`src/rtl/spi_slave_reg_bridge.sv`:
```
// SPI responder bridging a command/data byte stream onto a small register bank.
// All SPI lines are oversampled in the clk domain; supports SPI modes 0..3.
module spi_slave_reg_bridge #(
  parameter int unsigned SYNC_STAGES = 2,
  parameter int unsigned ADDR_W      = 3
) (
  input  logic              clk,
  input  logic              reset,
  input  logic [1:0]        MODE,
  input  logic              sclk,
  input  logic              CS_bar,
  input  logic              MOSI,
  output logic              MISO,
  output logic              miso_oe,
  output logic              wr_en,
  output logic [ADDR_W-1:0] wr_addr,
  output logic [7:0]        wr_data,
  output logic [ADDR_W-1:0] rd_addr,
  input  logic [7:0]        rd_data,
  output logic              abort
);

  localparam int unsigned BYTE_W = 8;
  localparam int unsigned CNT_W  = 3;

  typedef enum logic [1:0] {
    IDLE = 2'd0,
    CMD  = 2'd1,
    DATA = 2'd2
  } state_t;

  state_t r_state;
  state_t w_state_nxt;

  logic [SYNC_STAGES-1:0] r_sclk_sync;
  logic [SYNC_STAGES-1:0] r_cs_sync;
  logic [SYNC_STAGES-1:0] r_mosi_sync;
  logic                   r_sclk_d;

  logic [CNT_W-1:0]  r_cnt;
  logic [BYTE_W-2:0] r_rx;
  logic [BYTE_W-1:0] r_tx;
  logic              r_is_rd;
  logic              r_load;
  logic [ADDR_W-1:0] r_addr;

  logic              r_miso;
  logic              r_miso_oe;
  logic              r_wr_en;
  logic [ADDR_W-1:0] r_wr_addr;
  logic [7:0]        r_wr_data;
  logic [ADDR_W-1:0] r_rd_addr;
  logic              r_abort;

  logic              w_sclk;
  logic              w_cs_n;
  logic              w_mosi;
  logic              w_rise;
  logic              w_fall;
  logic              w_sample;
  logic              w_shift;
  logic              w_last_bit;
  logic              w_shift_in;
  logic [BYTE_W-1:0] w_rx_byte;
  logic              w_cmd_done;
  logic              w_byte_done;
  logic              w_abort;

  // Input synchronizers; CS_bar resets to its inactive level
  always_ff @(posedge clk) begin
    if (reset) begin
      r_sclk_sync <= '0;
      r_cs_sync   <= '1;
      r_mosi_sync <= '0;
      r_sclk_d    <= 1'b0;
    end else begin
      r_sclk_sync <= {r_sclk_sync[SYNC_STAGES-2:0], sclk};
      r_cs_sync   <= {r_cs_sync[SYNC_STAGES-2:0], CS_bar};
      r_mosi_sync <= {r_mosi_sync[SYNC_STAGES-2:0], MOSI};
      r_sclk_d    <= w_sclk;
    end
  end

  assign w_sclk = r_sclk_sync[SYNC_STAGES-1];
  assign w_cs_n = r_cs_sync[SYNC_STAGES-1];
  assign w_mosi = r_mosi_sync[SYNC_STAGES-1];
  assign w_rise = w_sclk & ~r_sclk_d;
  assign w_fall = ~w_sclk & r_sclk_d;

  // Modes 0 and 3 sample on rising edges, modes 1 and 2 on falling edges
  assign w_sample   = (MODE[1] ^ MODE[0]) ? w_fall : w_rise;
  assign w_shift    = (MODE[1] ^ MODE[0]) ? w_rise : w_fall;
  assign w_last_bit = w_sample && (r_cnt == CNT_W'(BYTE_W - 1));
  assign w_shift_in = w_sample && (r_state != IDLE);
  assign w_rx_byte  = {r_rx, w_mosi};

  always_ff @(posedge clk) begin
    if (reset) begin
      r_state <= IDLE;
    end else begin
      r_state <= w_state_nxt;
    end
  end

  // A completing byte wins over a simultaneous CS_bar rise
  always_comb begin
    w_state_nxt = r_state;
    w_cmd_done  = 1'b0;
    w_byte_done = 1'b0;
    w_abort     = 1'b0;
    case (r_state)
      IDLE: begin
        if (!w_cs_n) w_state_nxt = CMD;
      end
      CMD: begin
        w_cmd_done = w_last_bit;
        if (w_last_bit) w_state_nxt = DATA;
        if (w_cs_n) begin
          w_state_nxt = IDLE;
          w_abort     = (r_cnt != '0) && !w_last_bit;
        end
      end
      DATA: begin
        w_byte_done = w_last_bit;
        if (w_cs_n) begin
          w_state_nxt = IDLE;
          w_abort     = (r_cnt != '0) && !w_last_bit;
        end
      end
      default: w_state_nxt = IDLE;
    endcase
  end

  always_ff @(posedge clk) begin
    if (reset) begin
      r_cnt     <= '0;
      r_rx      <= '0;
      r_tx      <= '0;
      r_is_rd   <= 1'b0;
      r_load    <= 1'b0;
      r_addr    <= '0;
      r_miso    <= 1'b0;
      r_miso_oe <= 1'b0;
      r_wr_en   <= 1'b0;
      r_wr_addr <= '0;
      r_wr_data <= '0;
      r_rd_addr <= '0;
      r_abort   <= 1'b0;
    end else begin
      r_wr_en   <= 1'b0;
      r_load    <= 1'b0;
      r_abort   <= w_abort;
      r_miso_oe <= ~w_cs_n;

      if (w_shift_in) begin
        r_rx  <= w_rx_byte[BYTE_W-2:0];
        r_cnt <= r_cnt + CNT_W'(1);
      end
      if (w_state_nxt == IDLE) r_cnt <= '0;

      if (w_cmd_done) begin
        r_is_rd   <= w_rx_byte[BYTE_W-1];
        r_addr    <= w_rx_byte[ADDR_W-1:0];
        r_rd_addr <= w_rx_byte[ADDR_W-1:0];
        r_load    <= w_rx_byte[BYTE_W-1];
      end

      if (w_byte_done) begin
        if (!r_is_rd) begin
          r_wr_en   <= 1'b1;
          r_wr_addr <= r_addr;
          r_wr_data <= w_rx_byte;
        end
        r_addr    <= r_addr + ADDR_W'(1);
        r_rd_addr <= r_addr + ADDR_W'(1);
        r_load    <= r_is_rd;
      end

      // MISO only moves in read frames while in DATA; the load lands before the next shift edge
      if (r_state == DATA && w_state_nxt == DATA && r_is_rd) begin
        if (w_shift) begin
          r_miso <= r_tx[BYTE_W-1];
          r_tx   <= {r_tx[BYTE_W-2:0], 1'b0};
        end
      end else begin
        r_miso <= 1'b0;
      end
      if (r_load) r_tx <= rd_data;
    end
  end

  assign MISO    = r_miso;
  assign miso_oe = r_miso_oe;
  assign wr_en   = r_wr_en;
  assign wr_addr = r_wr_addr;
  assign wr_data = r_wr_data;
  assign rd_addr = r_rd_addr;
  assign abort   = r_abort;

endmodule
```
`config.mk`:
```
export PLATFORM = sky130hd
export DESIGN_NAME = spi_slave_reg_bridge
export DESIGN_NICKNAME = d
export VERILOG_FILES = /design/src/rtl/spi_slave_reg_bridge.sv
export SDC_FILE = /design/constraint.sdc
export NUM_CORES = 1
export LEC_CHECK = 0
export ABC_CLOCK_PERIOD_IN_PS = 5400
export CORE_MARGIN = 2
export CORE_UTILIZATION = 56
export CTS_BUF_LIST = sky130_fd_sc_hd__clkbuf_16
export DETAILED_ROUTE_END_ITERATION = 12
export PLACE_DENSITY = 0.9
export RECOVER_POWER = 50
export SLEW_MARGIN = 20
export SYNTH_ARGS = -nofsm -noshare
export SYNTH_HDL_FRONTEND = slang
export SYNTH_SLANG_ARGS = --single-unit
export TNS_END_PERCENT = 1
```
`constraint.sdc`:
```
create_clock -name clk -period 5.4 [get_ports clk]
set_input_delay 0.54 -clock clk [delete_from_list [all_inputs] [get_ports clk]]
set_output_delay 0.54 -clock clk [all_outputs]
set_load 0.01 [all_outputs]
```
==> metrics.md, run 1 <==
| Metric | Value |
|---|---|
| Number of global-route vias before repair | 1432 |
| Syn avg cell area | 10.2 um2 |
| Nets | 252 |
| Initial core utilization | 59.5% |
| Design Area, Final | 2510 um2 |
| Pins Over Slew Limit | 0 |
| Setup clock skew after layout | 0.00501 ns |
| Crit-path leading delay family | buffers and inverters |
| Crit path max-delay cell type | clkbuf_1 |
| Crit path kind | input pin to register |
| Unique cell type count in the Yosys netlist | 44 |
| Die area | 4130 um2 |
| Hold Worst Slack | 0.422 ns |
| RSZ-0062 raised after global routing | false |
| Chip Height | 64.2 um |
| Post-synthesis sequential area ratio | 46.3% |
| Slew @ Worst Pin | 1.37 ns |
| Core area | 3420 um2 |
| GRT Total Usage | 20.2% |
| Post-synthesis async set-or-reset flop share | 0% |
| Clock transition at the registers of the reported paths | 0.07 ns |
| Power Total | 0.000735 W |
| Peak VDD IR | 198 uV |
| Setup TNS | 0 ns |
| Grt ovf | 0 |
| Mapped Nets | 223 |
| Root Buffer | clkbuf_16 |
| CTS tree | yes |
| PortBufs | 32 |
| Largest area contributor in the netlist | dfxtp_1 |
| Most instantiated library cell after synthesis | dfxtp_1 |
| Clock sinks | 47 |
| Leakage | 0.953 nW |
| Num ports | 33 |
| DP Wirelength | 2.63 mm |
| Post-synth top flop | dfxtp_1 |
| EDFF count, synth | 0 |
| Worst R2R Setup Slack | 3.08 ns |
| Fmax | 0.368 GHz |
| Num rows | 21 |
| Width of the chip | 64.2 um |
| Reg area | 941 um2 |
| WP buf/inv | 2 |
| Via density | 5.67 |
| Largest net degree at the start of global routing | 34 |
| Final worst slack | 2.68 ns |
| Synthesized cell area | 2030 um2 |
| Crit-path cells | dlygate4sd3_1 > clkbuf_1 > a31oi_1 > a22o_1 |
| GPL Wtd Cong | 0.757 |
| H-tree depth | 2 |
| Crit path required time | 5.58 ns |
| Area taken by multi-input logic gates | 970 um2 |
| Max FO, Critical Path | 33 |
| Worst-case clock buffer depth | 2 |
| Pre-CTS setup slack | 2.51 ns |
| Crit. End Element | register |
| DP Area | 2360 um2 |
| Max Cap Viol | 0 |
| Vias | 1566 |
| Hold Fails Final Rpt | 0 |
| Worst hold path type | register to register |
| # DRC | 0 |
| Top cells by area, synth | dfxtp_1, mux2i_1, ha_1 |
| Final setup vio count | 0 |
| Most frequent cells after synthesis | dfxtp_1, nor2_1, inv_1 |
| Status | finished, final reports clean |
| Fill cells | 248 |
| Clock buffers created by TritonCTS | 5 |
| ANT cells | 0 |
| # Post-CTS Setup Buffers | 0 |
| Yosys reg bits | 47 |
| Power per Cell Area | 293 nW/um2 |
| Drt first pass iters | 4 |
| Final wirelength | 3.93 mm |
| CTS resizes | 0 |
| Startpoint types | input pin |
| Synth-to-Final Area Change | 23.5% |
| Crit share post-route | 50.3% |
| Layout cells sized above 1 | 9.57% |
| First-pass GRT wire length | 6.50 mm |
| Post-synth top area share | 46.3% |
| CTS Hold Bufs | 0 |
| Final ANT Viol Nets | 0 |
| Iter 0 DRT Violations | 109 |
| Arr. time, crit path | 2.89 ns |
| Gate Count Post-Synth | 200 |
| Tmin final | 2.72 ns |
| Rel. slew slack | 8.91% |
| Worst path max stage delay | 0.99 ns |
| Clk_lat worst skew | 0.28 ns |
| Drt wl/cell | 14.2 um |
| Synthesis Warnings | 0 |
| Number of antenna violations at the first check in global routing | 0 |
[sequential cells by signal, indices dropped and copies added, names as in the netlist]
| signal | flops |
|---|---|
| r_sclk_d | 1 |
| wr_en | 1 |
| r_cnt | 3 |
| abort | 1 |
| wr_data | 8 |
| r_tx | 8 |
| r_cs_sync | 2 |
| r_rx | 7 |
| miso_oe | 1 |
| wr_addr | 3 |
| MISO | 1 |
| rd_addr | 3 |
| r_state | 2 |
| r_sclk_sync | 2 |
| r_mosi_sync | 2 |
| r_is_rd | 1 |
| r_load | 1 |
[cell families (layout without fill, tap and decap cells)]
family	count (synthesis)	count (layout)	share of synthesized area [%]
AND/OR/NAND/NOR	56	56	15.9
AO/OA/AOI/OAI	51	51	19.3
XOR/XNOR	2	2	1.23
multiplexers	13	13	7.08
buffers and inverters	23	53	5.23
adder cells (fa/ha/maj)	8	8	4.93
flip-flops	47	47	46.3
[path summary, 6_finish.rpt]
kind,cells past startpoint,from,endpoint
hold / removal,1,r_cs_sync[0]$_SDFF_PP1_,r_cs_sync[1]$_SDFF_PP1_
setup / recovery,4,reset,wr_data[5]$_SDFFE_PP0P_
setup reg to reg,7,r_state[0]$_SDFF_PP0_,r_tx[2]$_SDFFE_PP0P_
hold reg to reg,1,r_cs_sync[0]$_SDFF_PP1_,r_cs_sync[1]$_SDFF_PP1_
[per-stage QoR]
| step | instances | util, % |
|---|---|---|
| after floorplan | 200 | - |
| after global placement | 268 | 69.0 |
| after detailed placement | 268 | 69.0 |
| after CTS | 276 | 74.0 |
| after global routing | 276 | 73.4 |
| final | 276 | 73.4 |
[where the power goes]
part	internal, W	switching [W]
sequential	0.000349	0.00000228
combinational	0.0000182	0.0000163
clock	0.000220	0.000129
[placed cells by master, fill, tap and decap left out, types with 5 or more instances in the layout]
cell type / instances
o21ai_1: 7
dfxtp_1: 47
nor2_1: 18
inv_1: 12
a22o_1: 11
a21oi_1: 6
nand2b_1: 6
ha_1: 8
clkbuf_16: 5
dlygate4sd3_1: 19
nand3_1: 7
nor2b_1: 5
clkdlybuf4s50_1: 13
nand2_1: 5
a31oi_1: 8
mux2i_1: 11
[worst register-to-register path, stage by stage (launching register included)]
cell       delay [ns]
dfxtp_1          0.36
inv_1            0.12
ha_1             0.40
nor3_1           0.10
a2111oi_1        0.53
a21o_1           0.28
nand3_1          0.11
a311oi_1         0.30
[cell type report]
class,count,area share (%)
multi-input combinational,130,38.7
clock buffer,5,4.99
inverter,12,1.80
tap,46,2.29
timing repair buffer,33,12.9
sequential,47,37.5
clock inverter,3,1.85
[routing by layer]
metal  GRT usage [%]  wire length [um]  up-vias
li1                -                 -      777
met1            25.7              1810      740
met2            32.6              1850       41
met3            5.63               195        8
met4            7.45                71        0
met5               0                 0        -
(Power assumes the default switching activity.)
==> run 2: changes to the inputs <==
- ABC_CLOCK_PERIOD_IN_PS: 5400 -> 2400
- CORE_UTILIZATION: 56 -> 47
- PLACE_DENSITY: 0.9 -> 0.81
- clock period: 5.4 -> 2.4 ns (I/O delays scaled with it)
==> run 2 against run 1 <==
  * Clock power rose to 2.5 times the previous value
  * Via count grew 2.6%
  * Clock skew is 0.0024 ns higher
  * Core utilization shrank 10 points
  * Critical endpoint is now wr_data[1]$_SDFFE_PP0P_
  * Cell count is 2.9% higher
  * Largest power group is now clock
  * Count of clock-buffer cells in the layout unchanged
  * Cell area increased by 2.9%
==> metrics.md, run 2 (same netlist as run 1, synthesis figures left out) <==
| Metric | Value |
|---|---|
| H-tree depth | 2 |
| Vias | 1606 |
| Max FO, Critical Path | 12 |
| Clock buffers created by TritonCTS | 5 |
| Peak VDD IR | 656 uV |
| Setup clock skew after layout | 0.00736 ns |
| Status | finished, final reports clean |
| Leakage | 0.986 nW |
| Crit path required time | 2.58 ns |
| Clk_lat worst skew | 0.29 ns |
| Layout Cells excl Fill | 284 |
| Hold Worst Slack | 0.411 ns |
| Iter 0 DRT Violations | 175 |
| Number of antenna violations at the first check in global routing | 0 |
| Final setup vio count | 0 |
| Startpoint types | input pin |
| Core area | 4090 um2 |
| Worst hold path type | register to register |
| DP Area | 2400 um2 |
| GPL Wtd Cong | 0.856 |
| Max Cap Viol | 0 |
| Initial core utilization | 49.7% |
| Num ports | 33 |
| CTS Hold Bufs | 0 |
| Pre-CTS setup slack | 0.0870 ns |
| Arr. time, crit path | 2.37 ns |
| Grt ovf | 0 |
| Width of the chip | 69.8 um |
| Number of global-route vias before repair | 1559 |
| Hold Fails Final Rpt | 0 |
| Fill cells | 346 |
| Crit path kind | input pin to register |
| Setup TNS | 0 ns |
| First-pass GRT wire length | 7.32 mm |
| Root Buffer | clkbuf_16 |
| PortBufs | 32 |
| Pins Over Slew Limit | 0 |
| Rel. slew slack | 50.2% |
| Commonest cells after routing, fill and taps aside | dfxtp_1, dlygate4sd3_1, nor2_1 |
| Drt wl/cell | 14.9 um |
| Num rows | 23 |
| Chip Height | 69.8 um |
| Crit. End Element | register |
| Final worst slack | 0.211 ns |
| Slew @ Worst Pin | 0.727 ns |
| # DRC | 0 |
| Layout cells sized above 1 | 11.1% |
| Final ANT Viol Nets | 0 |
| Crit share post-route | 91.2% |
| Worst-case clock buffer depth | 2 |
| CTS tree | yes |
| Nets | 256 |
| Synth-to-Final Area Change | 27.0% |
| ANT cells | 0 |
| Largest net degree at the start of global routing | 16 |
| Tmin final | 2.19 ns |
| Power per Cell Area | 676 nW/um2 |
| Die area | 4870 um2 |
| Drt first pass iters | 4 |
| Design Area, Final | 2580 um2 |
| Final wirelength | 4.23 mm |
| Placed Cells | 276 |
| RSZ-0062 raised after global routing | false |
| GRT Total Usage | 18.4% |
| Most common cell after layout, fill and taps aside | dfxtp_1 |
| Via density | 5.65 |
| Clock transition at the registers of the reported paths | 0.06 ns |
| DP Wirelength | 2.92 mm |
| Clock sinks | 47 |
| Fmax | 0.457 GHz |
-- run 2: timing repair --
item,CTS,global route
resized for setup,0,1
setup buffers,0,0
endpoints found under the setup margin,0,6
-- run 2: final timing paths --
| check | start | to | slack (ns) | cells after the start |
|---|---|---|---|---|
| hold / removal | r_cs_sync[0]$_SDFF_PP1_ | r_cs_sync[1]$_SDFF_PP1_ | 0.41 | 1 |
| setup / recovery | MODE[0] | wr_data[1]$_SDFFE_PP0P_ | 0.21 | 6 |
| setup reg to reg | r_state[1]$_SDFF_PP0_ | r_tx[1]$_SDFFE_PP0P_ | 0.21 | 7 |
| hold reg to reg | r_cs_sync[0]$_SDFF_PP1_ | r_cs_sync[1]$_SDFF_PP1_ | 0.41 | 1 |
-- run 2: through the flow --
stage               total power [W]  utilization (%)
CTS                         0.00176             63.5
detailed placement         0.000892             58.8
global route                0.00180             63.2
finish                      0.00174             63.2
global placement           0.000890             58.8
floorplan                  0.000855                -
-- run 2: where the power goes --
part / leakage, nW / internal, W / switching (W)
sequential: 0.380 / 0.000786 / 0.00000547
clock: 0.0900 / 0.000596 / 0.000278
combinational: 0.516 / 0.0000406 / 0.0000383
total: 0.986 / 0.00142 / 0.000321
-- run 2: worst max-delay path, stage by stage --
cell and delay, ns:
clkdlybuf4s50_1 0.44, xnor2_2 0.21, mux2i_1 0.65, and2_4 0.34, a31oi_4 0.19, a22o_1 0.28
-- run 2: layout make-up --
cell class,instances,area [um2],share of cell area (%)
Clock buffer,5,125,4.85
Multi-Input combinational cell,130,977,37.9
Timing Repair Buffer,37,363,14.1
Sequential cell,47,941,36.5
Tap cell,50,62.6,2.42
Inverter,12,45.0,1.75
Clock inverter,3,67.6,2.62
-- run 2: routing by layer --
layer | GRT usage [%] | wire (um) | vias to the layer above
met5 | 0 | 0 | -
met4 | 5.98 | 55 | 0
met3 | 3.63 | 143 | 6
met2 | 29.6 | 2020 | 35
met1 | 24.8 | 2020 | 781
li1 | - | - | 784
